**config.mk**
```make
export PLATFORM = sky130hd
export DESIGN_NAME = alu_sequencer
export DESIGN_NICKNAME = d
export VERILOG_FILES = /design/src/rtl/alu_sequencer.sv
export SDC_FILE = /design/constraint.sdc
export NUM_CORES = 1
export LEC_CHECK = 0
export BUFFER_PORTS_ARGS = -buffer_cell sky130_fd_sc_hd__buf_2
export CORE_UTILIZATION = 45
export DETAILED_ROUTE_END_ITERATION = 10
export PLACE_DENSITY = 0.78
export SLEW_MARGIN = 20
export SYNTH_ARGS = -nofsm -noshare
export SYNTH_HDL_FRONTEND = slang
export SYNTH_SLANG_ARGS = --single-unit
```
**constraint.sdc**
```tcl
create_clock -name clk -period 2.1 [get_ports clk]
set_input_delay 0.105 -clock clk [delete_from_list [all_inputs] [get_ports clk]]
set_output_delay 0.105 -clock clk [all_outputs]
set_load 0.01 [all_outputs]
```
**src/rtl/alu_sequencer.sv**
```systemverilog
// Sequences one operation at a time through an external ALU: registers the request,
// waits the settle time, captures the result and holds it until the consumer takes it.
module alu_sequencer #(
  parameter int REG_SIZE    = 32,
  parameter int MULDIV_WAIT = 4
) (
  input  logic                  clk,
  input  logic                  rst_n,
  input  logic                  req_valid,
  output logic                  req_ready,
  input  logic [3:0]            req_op,
  input  logic [REG_SIZE-1:0]   req_a,
  input  logic [REG_SIZE-1:0]   req_b,
  output logic [3:0]            alu_ctrl,
  output logic [REG_SIZE-1:0]   alu_a,
  output logic [REG_SIZE-1:0]   alu_b,
  input  logic [2*REG_SIZE-1:0] alu_c,
  output logic                  rsp_valid,
  input  logic                  rsp_ready,
  output logic [REG_SIZE-1:0]   rsp_lo,
  output logic [REG_SIZE-1:0]   rsp_hi,
  output logic                  rsp_zero,
  output logic                  rsp_err,
  output logic                  rsp_dz,
  output logic                  busy
);

  typedef enum logic [1:0] {
    IDLE = 2'd0,
    RUN  = 2'd1,
    DONE = 2'd2
  } state_t;

  localparam logic [3:0] OP_MUL    = 4'b1000;
  localparam logic [3:0] OP_DIV    = 4'b1001;
  localparam logic [3:0] WAIT_LOAD = 4'(MULDIV_WAIT - 1);

  function automatic logic is_muldiv(input logic [3:0] op);
    return (op == OP_MUL) || (op == OP_DIV);
  endfunction

  function automatic logic is_illegal(input logic [3:0] op);
    return op[3] & op[2];
  endfunction

  state_t                state_r;
  state_t                next_state_s;
  logic [3:0]            cnt_r;
  logic [3:0]            ctrl_r;
  logic [REG_SIZE-1:0]   a_r;
  logic [REG_SIZE-1:0]   b_r;
  logic [REG_SIZE-1:0]   lo_r;
  logic [REG_SIZE-1:0]   hi_r;
  logic                  zero_r;
  logic                  err_r;
  logic                  dz_r;
  logic                  valid_r;
  logic                  busy_r;
  logic                  accept_s;
  logic                  capture_s;
  logic [REG_SIZE-1:0]   cap_lo_s;
  logic [REG_SIZE-1:0]   cap_hi_s;

  assign accept_s  = req_valid && (state_r == IDLE);
  assign capture_s = (state_r == RUN) && (cnt_r == 4'd0);

  // req_ready must already be high in the first cycle after reset release
  assign req_ready = rst_n && (state_r == IDLE);
  assign alu_ctrl  = ctrl_r;
  assign alu_a     = a_r;
  assign alu_b     = b_r;
  assign rsp_lo    = lo_r;
  assign rsp_hi    = hi_r;
  assign rsp_zero  = zero_r;
  assign rsp_err   = err_r;
  assign rsp_dz    = dz_r;
  assign rsp_valid = valid_r;
  assign busy      = busy_r;

  // Next-state logic for the IDLE/RUN/DONE sequencer
  always_comb begin
    next_state_s = state_r;
    case (state_r)
      IDLE: begin
        if (accept_s) begin
          if (is_illegal(req_op)) begin
            next_state_s = DONE;
          end else begin
            next_state_s = RUN;
          end
        end else begin
          next_state_s = IDLE;
        end
      end
      RUN: begin
        if (cnt_r == 4'd0) begin
          next_state_s = DONE;
        end else begin
          next_state_s = RUN;
        end
      end
      DONE: begin
        if (rsp_ready) begin
          next_state_s = IDLE;
        end else begin
          next_state_s = DONE;
        end
      end
      default: next_state_s = IDLE;
    endcase
  end

  // Upper result half only carries meaning for mul/div
  always_comb begin
    cap_lo_s = alu_c[REG_SIZE-1:0];
    if (is_muldiv(ctrl_r)) begin
      cap_hi_s = alu_c[2*REG_SIZE-1:REG_SIZE];
    end else begin
      cap_hi_s = {REG_SIZE{1'b0}};
    end
  end

  // State register with registered status flags derived from the next state
  always_ff @(posedge clk or negedge rst_n) begin
    if (!rst_n) begin
      state_r <= IDLE;
      busy_r  <= 1'b0;
      valid_r <= 1'b0;
    end else begin
      state_r <= next_state_s;
      busy_r  <= (next_state_s != IDLE);
      valid_r <= (next_state_s == DONE);
    end
  end

  // Settle counter: loaded at acceptance, counts down while in RUN
  always_ff @(posedge clk or negedge rst_n) begin
    if (!rst_n) begin
      cnt_r <= 4'd0;
    end else if (accept_s) begin
      cnt_r <= is_muldiv(req_op) ? WAIT_LOAD : 4'd0;
    end else if ((state_r == RUN) && (cnt_r != 4'd0)) begin
      cnt_r <= cnt_r - 4'd1;
    end else begin
      cnt_r <= cnt_r;
    end
  end

  // Operand registers drive the ALU and only change on acceptance
  always_ff @(posedge clk or negedge rst_n) begin
    if (!rst_n) begin
      ctrl_r <= 4'd0;
      a_r    <= {REG_SIZE{1'b0}};
      b_r    <= {REG_SIZE{1'b0}};
    end else if (accept_s) begin
      ctrl_r <= req_op;
      a_r    <= req_a;
      b_r    <= req_b;
    end else begin
      ctrl_r <= ctrl_r;
      a_r    <= a_r;
      b_r    <= b_r;
    end
  end

  // Response registers: illegal ops answer immediately, legal ops at capture
  always_ff @(posedge clk or negedge rst_n) begin
    if (!rst_n) begin
      lo_r   <= {REG_SIZE{1'b0}};
      hi_r   <= {REG_SIZE{1'b0}};
      zero_r <= 1'b0;
      err_r  <= 1'b0;
      dz_r   <= 1'b0;
    end else if (accept_s && is_illegal(req_op)) begin
      lo_r   <= {REG_SIZE{1'b0}};
      hi_r   <= {REG_SIZE{1'b0}};
      zero_r <= 1'b1;
      err_r  <= 1'b1;
      dz_r   <= 1'b0;
    end else if (capture_s) begin
      lo_r   <= cap_lo_s;
      hi_r   <= cap_hi_s;
      zero_r <= ({cap_hi_s, cap_lo_s} == {(2*REG_SIZE){1'b0}});
      err_r  <= 1'b0;
      dz_r   <= (ctrl_r == OP_DIV) && (b_r == {REG_SIZE{1'b0}});
    end else begin
      lo_r   <= lo_r;
      hi_r   <= hi_r;
      zero_r <= zero_r;
      err_r  <= err_r;
      dz_r   <= dz_r;
    end
  end

endmodule

```
# [Word-level counts from Yosys, hierarchy flattened]
# Cells that the tools add are included.
[totals] output_inout_bits=138 word_cells=56 inputBits=136 ff_bits=143
[op_classes] bitwise_logic=1 muxes=19 addsub=1 n_reduce_logical=16 n_eq_ne=7
[op_table] op="2-to-1 mux 32 bit" count=5
[op_table] op="logical NOT 64 bit" count=1
[op_table] op="logical NOT 32 bit" count=1
[op_table] op="equality test 4 bit, second input constant" count=4
[op_table] op="2-to-1 mux 2 bit" count=5
[op_table] op="2-to-1 mux 4 bit" count=2
[op_table] op="logical AND 1 bit" count=6
[op_table] op="2-to-1 mux 1 bit" count=6
[op_table] op="one-hot mux 2 bit (3 select lines)" count=1
[op_table] op="nonzero test 2 bit" count=3
[op_table] op="equality test 2 bit, second input constant" count=2
[op_table] op="logical NOT 4 bit" count=1
[op_table] op="nonzero test 4 bit" count=1
[op_table] op="subtractor 4 x 1 -> 4 bit, second input constant" count=1
[op_table] op="equality test 2 x 1 -> 1 bit, second input constant" count=1
[op_table] op="logical NOT 2 bit" count=1
[op_table] op="logical OR 1 bit" count=2
[op_table] op="bitwise AND 1 bit" count=1

# [Depth between registers and ports, before layout]
# Gate-level depths: netlist of run 1.
[depth] depth_word=6 ltp_mapped=8 depth_no_buf=6

# [Least setup slack after synthesis of run 1]
# OpenSTA, ideal clock, no wires.
[synth_path] path_type="reg2reg" start="reg cnt_r[0]" end="reg busy_r (netlist: busy)" arrival_ps=1515 n_path_buf=0 setup_time_ps=124 path_stages_with_launch=7 t_required_ps=1976 period_less_slack_ps=1639 setup_slack_ps=461 cell_sequence="dfrtp_1 > inv_1 > ha_1 > or3b_1 > and2_1 > a21o_1 > or2_1"
[synth_via] elab_chain_len=4
[synth_lines] item="from (decl)" line_no="48" source="logic [3:0] cnt_r;"
[synth_lines] item="from (signal assigned)" line_no="141" source="cnt_r <= is_muldiv(req_op) ? WAIT_LOAD : 4'd0;"
[synth_lines] item="from (signal assigned)" line_no="143" source="cnt_r <= cnt_r - 4'd1;"
[synth_lines] item="from (signal assigned)" line_no="145" source="cnt_r <= cnt_r;"
[synth_lines] item="logical NOT 4 bit" line_no="96" source="if (cnt_r == 4'd0) begin"
[synth_lines] item="2-to-1 mux 2 bit" line_no="96"
[synth_lines] item="one-hot mux 2 bit (3 select lines)" line_no="83" source="case (state_r)"
[synth_lines] item="named net next_state_s[0]" line_no="47" source="state_t next_state_s;"
[synth_lines] item="nonzero test 2 bit" line_no="131" source="busy_r <= (next_state_s != IDLE);"
[synth_lines] item="to (signal assigned)" line_no="131"
[synth_lines] item="to (decl)" line_no="58" source="logic busy_r;"
# The timed path passes the listed nets, and every way through them passes these cells.
# A chain may end at the register's enable or synchronous reset.

# [Worst setup path in the final report of run 1]
[layout_path] start="reg b_r[2] (netlist: alu_b[2])" end="reg dz_r (netlist: rsp_dz)"
[layout_via] elab_chain_len=4
[layout_lines] item="from (decl)" line_no="51" source="logic [REG_SIZE-1:0] b_r;"
[layout_lines] item="from (signal assigned)" line_no="154" source="b_r <= {REG_SIZE{1'b0}};"
[layout_lines] item="from (signal assigned)" line_no="158" source="b_r <= req_b;"
[layout_lines] item="from (signal assigned)" line_no="162" source="b_r <= b_r;"
[layout_lines] item="logical NOT 32 bit" line_no="185" source="dz_r <= (ctrl_r == OP_DIV) && (b_r == {REG_SIZE{1'b0}});"
[layout_lines] item="logical AND 1 bit" line_no="185"
[layout_lines] item="2-to-1 mux 1 bit" line_no="180" source="end else if (capture_s) begin"
[layout_lines] item="2-to-1 mux 1 bit" line_no="174" source="end else if (accept_s && is_illegal(req_op)) begin"
[layout_lines] item="to (signal assigned)" line_no="185"
[layout_lines] item="to (signal assigned)" line_no="191" source="dz_r <= dz_r;"
[layout_lines] item="to (decl)" line_no="56" source="logic dz_r;"
# Every way passes these cells. The select of a mux whose other input is x is not followed.

==> metrics.md, run 1 <==
| Metric | Value |
|---|---|
| Outcome | `finished, final reports clean` |
| DR iter-0 viols | `405` |
| Pin count of the biggest net entering global routing | `75` |
| Gpl congestion | `0.869` |
| H-tree levels | `4` |
| Crit path kind | `flip-flop to flip-flop` |
| Wire per inst | `approximately 18 um` |
| R2R depth | `4` |
| Final Hold Fails | `0` |
| Final period utilization | `86.3%` |
| Drt pass-1 iters | `6` |
| Core area | `0.0126 mm2` |
| CP required | `2.45 ns` |
| Post-synthesis sequential area ratio | `around three fifths` |
| Initial antenna violation count | `0` |
| Syn Area/Cell | `11.4 um2` |
| IO Count | `274` |
| Utilization after layout | `73.8%` |
| Ys async rst share | `100%` |
| Register Area | `0.00358 mm2` |
| First-pass GRT wire length | `30,400 um` |
| Slowest cell on the critical path | `nor4_1` |
| TritonCTS Buffers | `17` |
| Die area | `about 0.013 mm2` |
| Max VDD drop | `898 uV` |
| Final setup viols | `0` |
| Die Ht | `116 um` |
| Crit-path cells | `nor4_1 > nand4_1 > or4_1 > a21oi_1` |
| Routed WL | `19,900 um` |
| RSZ-0062 raised after global routing | `no` |
| Synth cell types | `32` |
| Leading cell types by total area after synthesis | `dfrtp_1, mux2_2, nand2_1` |
| Max-cap viol count | `0` |
| GRT Overall Usage | `30.5%` |
| Leading area contributor after synthesis | `dfrtp_1` |
| Vias after detailed routing | `5,830` |
| Critical path launch point type | `flip-flop` |
| Number of global-route vias before repair | `6,020` |
| Vias per inst | `between 5 and 6` |
| CTS tree | `done` |
| Largest fanout on the critical path | `3` |
| Kind of end point of the critical path | `flip-flop` |
| Hpwl dp | `11,200 um` |
| Clk root buf | `clkbuf_16` |
| DRC viols | `0` |
| Tightest Pin Transition | `0.528 ns` |
| Cell area after layout | `0.00932 mm2` |
| Final ANT Viol Nets | `0` |
| Worst R2R Start | `alu_b[2]` |
| Placement-stage cell area | `0.00740 mm2` |
| Fill cells | `806` |
| Critical Path Sink | `rsp_dz` |
| Tmin final | `1.81 ns` |
| Clk sinks | `143` |
| Synth Instances | `510` |
| R2R setup slack | `0.29 ns` |
| Nets | `1,053` |
| Die width | `116 um` |
| Initial Utilization | `between 40% and 50%` |
| Row Count | `41` |
| I/O Buffers | `273` |
| Setup TNS | `0 ns` |
| Predominant post-synthesis flop cell | `dfrtp_1` |
| P&R area growth vs syn | `60.2%` |
| Gr ovfl total | `0` |
| Worst Clk Skew | `0.0104 ns` |
| Hold Path Class | `input port to flip-flop` |
| Share of the synthesized area in the top cell type | `61.5%` |
| Worst skew pair latency | `0.43 ns` |
| Crit path from | `alu_b[2]` |
| Fmax | `552 MHz` |
| Synth warn | `0` |
| Layout cells sized above 1 | `around 42%` |
| Post-synthesis register bit count | `approximately 140` |
| Pwr per Cell Area | `1400 mW/mm2` |
| Number of synthesized flops with an enable pin | `0` |
| Post-Syn Area | `roughly 0.0058 mm2` |
| Syn_nets | `648` |
| Clock slew at reported path FFs | `0.06 ns` |
| Multi-input gate area | `0.00209 mm2` |
| Arr. time, crit path | `2.16 ns` |
| Max Root-Sink Buffers | `2` |
| Reg2reg end | `rsp_dz` |
| Leak Pwr | `4.49 nW` |
| Slew HR | `roughly 64%` |
| Slowest stage delay, CP | `0.51 ns` |
| Final Max Slew Viols | `0` |
[cell usage in the layout (no fill, tap or decap), drive strengths merged, types with 5 or more instances in the layout]
cell type,instances
buf,286
nand3,36
dlygate4sd3,133
clkinvlp,5
nand4,6
nand2,101
inv,6
clkbuf,17
dfrtp,143
mux2,68
a21oi,65
nor4,22
[sequential cells by signal (all words and copies together), names as in the netlist, 2 cells and up]
name / flops
state_r: 2
rsp_lo: 32
alu_ctrl: 4
alu_a: 32
alu_b: 32
cnt_r: 4
rsp_hi: 32
[cell families (layout without fill, tap and decap cells)]
family | count (synthesis) | count (layout) | synth area share (%)
flip-flops | 143 | 143 | 61.5
AO/OA/AOI/OAI | 74 | 74 | 6.67
adder cells (fa/ha/maj) | 2 | 2 | 0.430
buffers and inverters | 35 | 453 | 2.77
XOR/XNOR | 3 | 3 | 0.452
other | 0 | 1 | 0
AND/OR/NAND/NOR | 185 | 185 | 15.0
multiplexers | 68 | 68 | 13.2
[worst max-delay path, delay by kind of cell (launching register included)]
kind	cells	cell delay [ns]
AND/OR/NAND/NOR	3	1.17
flip-flops	1	0.42
AO/OA/AOI/OAI	1	0.15
[repair_timing]
| item | CTS | global route |
|---|---|---|
| buffers inserted | 0 | 0 |
| hold buffers | 133 | 0 |
| endpoints found under the hold margin | 235 | 0 |
| gates resized for setup | 0 | 0 |
[metrics by stage]
stage | hold WS [ns] | cells | total power [mW] | setup slack [ns]
after detailed placement | 0.00944 | 935 | 9.67 | 0.336
after floorplan | -0.191 | 510 | 7.52 | 0.461
after CTS | 0.0877 | 1100 | 12.9 | 0.314
after global placement | 0.00547 | 935 | 9.43 | 0.404
final | 0.107 | 1101 | 13.0 | 0.289
after global routing | 0.112 | 1100 | 13.8 | 0.162
[worst min-delay path by stage]
stage,to,cells after the start,start
2_1_floorplan,alu_a[0],0,rst_n
3_3_place_gp,rsp_lo[27],1,rst_n
3_5_place_dp,rsp_lo[27],1,rst_n
4_1_cts,rsp_valid,3,rsp_ready
5_1_grt,rsp_valid,3,rsp_ready
6_report,rsp_valid,3,rsp_ready
[layer usage]
metal  share of wire, %  GRT usage, %  up-vias
li1                   -             -     2601
met4                4.4          19.7        0
met1                 36          32.7     2804
met5                  0             0        -
met2                 51          53.3      345
met3                7.7          8.21       80
[synth_stat cells, types with 3 or more instances]
library cell    n
clkbuf_1       10
nor3_1          3
nand4_1         6
buf_2          21
nand2_1       100
nor2_1          4
o21ai_0         4
nand3_1        36
nor4_1         22
dfrtp_1       143
a21oi_1        65
mux2_2         68
[final cells by class]
type / instances / area share (%)
clock inverters: 15 / 1.72
flip-flops and latches: 143 / 38.4
inverters: 2 / 0.0806
repair buffers: 419 / 30.5
clock buffers: 17 / 4.56
well taps: 172 / 2.31
multi-input cells: 332 / 22.4
diodes: 1 / 0.0269
[where the power goes]
| part | internal [mW] | switching [mW] | total (mW) |
|---|---|---|---|
| logic | 2.37 | 2.68 | 5.05 |
| registers | 4.07 | 0.927 | 5.00 |
| clock network | 1.76 | 1.23 | 2.99 |
| total | 8.20 | 4.84 | 13.0 |
Note: power is estimated with default switching activity, not from simulation.
==> inputs of run 2 (changes only) <==
--- a/config.mk
+++ b/config.mk
@@ -6,6 +6,7 @@
 export NUM_CORES = 1
 export LEC_CHECK = 0
 export BUFFER_PORTS_ARGS = -buffer_cell sky130_fd_sc_hd__buf_2
+export CORE_MARGIN = 5
 export CORE_UTILIZATION = 45
 export DETAILED_ROUTE_END_ITERATION = 10
 export PLACE_DENSITY = 0.78
==> metrics.md, run 2 (synthesis gave the netlist of run 1 again) <==
| Metric | Value |
|---|---|
| Initial Utilization | `45.9% (-0.19 points)` |
| GRT Overall Usage | `26.3% (-4.2 points)` |
| Largest fanout on the critical path | `29 (+26)` |
| Final Hold Fails | `0 (unchanged)` |
| Most frequent cells in the layout | `buf_2, dfrtp_1, dlygate4sd3_1` |
| CP required | `2.42 ns (-0.03 ns)` |
| DR iter-0 viols | `303 (-25%)` |
| Outcome | `finished, final reports clean` |
| DP Worst Slack | `0.304 ns (-0.0321 ns)` |
| Gr ovfl total | `0 (unchanged)` |
| Tightest Pin Transition | `0.461 ns (-0.0670 ns)` |
| Wire per inst | `18.2 um (+0.78%)` |
| CTS Hold Bufs | `133 (unchanged)` |
| I/O Buffers | `273 (unchanged)` |
| Hold Path Class | `input port to flip-flop` |
| TritonCTS Buffers | `17 (unchanged)` |
| Final period utilization | `87.1% (+0.80 points)` |
| Worst Slack Setup Final | `0.272 ns (-0.0167 ns)` |
| Pin count of the biggest net entering global routing | `69 (-8.0%)` |
| Slew HR | `69.0% (+4.5 points)` |
| Non-Filler Instances | `1,101 (unchanged)` |
| Die width | `124 um (+6.9%)` |
| IO Count | `274 (unchanged)` |
| P&R area growth vs syn | `60.9%` |
| Arr. time, crit path | `2.15 ns (about the same)` |
| Commonest non-fill, non-tap cell in the layout | `buf_2` |
| Leak Pwr | `4.52 nW (+0.58%)` |
| Critical path launch point type | `flip-flop` |
| Clk root buf | `clkbuf_16` |
| Drt pass-1 iters | `5 (-1)` |
| Initial antenna violation count | `0 (unchanged)` |
| Layout cells sized above 1 | `42.3% (-0.046 points)` |
| Pwr per Cell Area | `1400 mW/mm2 (-0.19%)` |
| Placement-stage cell area | `0.00742 mm2 (+0.27%)` |
| Max VDD drop | `984 uV (+9.6%)` |
| Post-cts sizing count | `0 (unchanged)` |
| Kind of end point of the critical path | `flip-flop` |
| N_diodes | `0 (-1)` |
| DRC viols | `0 (unchanged)` |
| RSZ-0062 raised after global routing | `no` |
| Final setup viols | `0 (unchanged)` |
| Die Ht | `124 um (+6.9%)` |
| Routed WL | `20,100 um (+0.78%)` |
| Setup TNS | `0 ns (unchanged)` |
| Number of global-route vias before repair | `6,196 (+2.9%)` |
| Vias per inst | `5.28 (-0.22%)` |
| Worst Clk Skew | `0.0111 ns (+0.000618 ns)` |
| Crit path kind | `flip-flop to flip-flop` |
| Gpl congestion | `0.851 (-2.0%)` |
| Worst skew pair latency | `0.41 ns (-0.02 ns)` |
| # Post-CTS Setup Buffers | `0 (unchanged)` |
| CTS tree | `done` |
| Nets | `1,054 (+0.095%)` |
| Clock slew at reported path FFs | `0.06 ns (about the same)` |
| Hold_ws | `0.121 ns (+0.0139 ns)` |
| Max Root-Sink Buffers | `2 (unchanged)` |
| Row Count | `41 (unchanged)` |
| First-pass GRT wire length | `31,000 um (+1.9%)` |
| Final Max Slew Viols | `0 (unchanged)` |
| Fmax | `547 MHz (-0.92%)` |
| Vias after detailed routing | `5,817 (-0.22%)` |
| Hpwl dp | `12,200 um (+9.1%)` |
| Max-cap viol count | `0 (unchanged)` |
| Final ANT Viol Nets | `0 (unchanged)` |
| # placed instances | `936 (+0.11%)` |
| Die area | `0.0153 mm2 (+14%)` |
| Tmin final | `1.83 ns (+0.0167 ns)` |
| Clk sinks | `143 (unchanged)` |
| Cell area after layout | `0.00936 mm2 (+0.40%)` |
| H-tree levels | `4 (unchanged)` |
| Core area | `0.0127 mm2 (+0.41%)` |
-- run 2: changes by cell type in the layout (fill, tap and decap cells not counted) --
cell,delta
clkinvlp_4,-2
inv_6,-2
buf_12,+1
bufinv_16,+1
clkbuf_1,+1
clkbuf_8,+1
clkinv_2,+1
diode_2,-1
-- run 2: through the flow --
step,util [%],total power [mW]
floorplan,-,7.52
global placement,58.6,9.48
detailed placement,58.6,9.71
CTS,73.8,13.0
global route,73.8,13.9
finish,73.8,13.1
-- run 2: path summary, 6_finish.rpt --
| check | from | to | cells after the start | slack [ns] |
|---|---|---|---|---|
| min in group asynchronous | rst_n | rsp_lo[10] | 2 | 0.20 |
| setup / recovery | cnt_r[0] | rsp_hi[9] | 8 | 0.27 |
| setup reg to reg | cnt_r[0] | rsp_hi[9] | 8 | 0.27 |
| hold / removal | rsp_ready | rsp_valid | 3 | 0.12 |
| hold reg to reg | rsp_err | rsp_err | 1 | 0.49 |
| max in group asynchronous | rst_n | rsp_hi[1] | 3 | 1.13 |
-- run 2: cell type report --
class	count	area, um2
sequential	143	3580
clock buffer	19	443
clock inverter	13	163
tap	172	215
multi-input combinational	332	2090
inverter	2	7.51
timing repair buffer	420	2860
fill	780	3310
-- run 2: worst max-delay path, cell delays in order, from the launching register on --
cell	delay [ns]
dfrtp_1	0.37
inv_1	0.08
ha_1	0.20
nor3b_2	0.16
nand2_2	0.11
buf_4	0.20
buf_4	0.33
nand2_1	0.09
a21oi_1	0.18
-- run 2: where the power goes --
| part | switching [mW] | internal (mW) |
|---|---|---|
| registers | 0.898 | 4.07 |
| clock network | 1.15 | 1.90 |
| logic | 2.68 | 2.37 |
-- run 2: layer usage --
layer  global-route usage, %  vias to the layer above  share of wire (%)
met5                       0                        -                  0
met4                    12.4                        0                3.7
met3                    8.04                       72                8.6
met2                    46.4                      343                 52
met1                    28.9                     2799                 36
li1                        -                     2603                  -
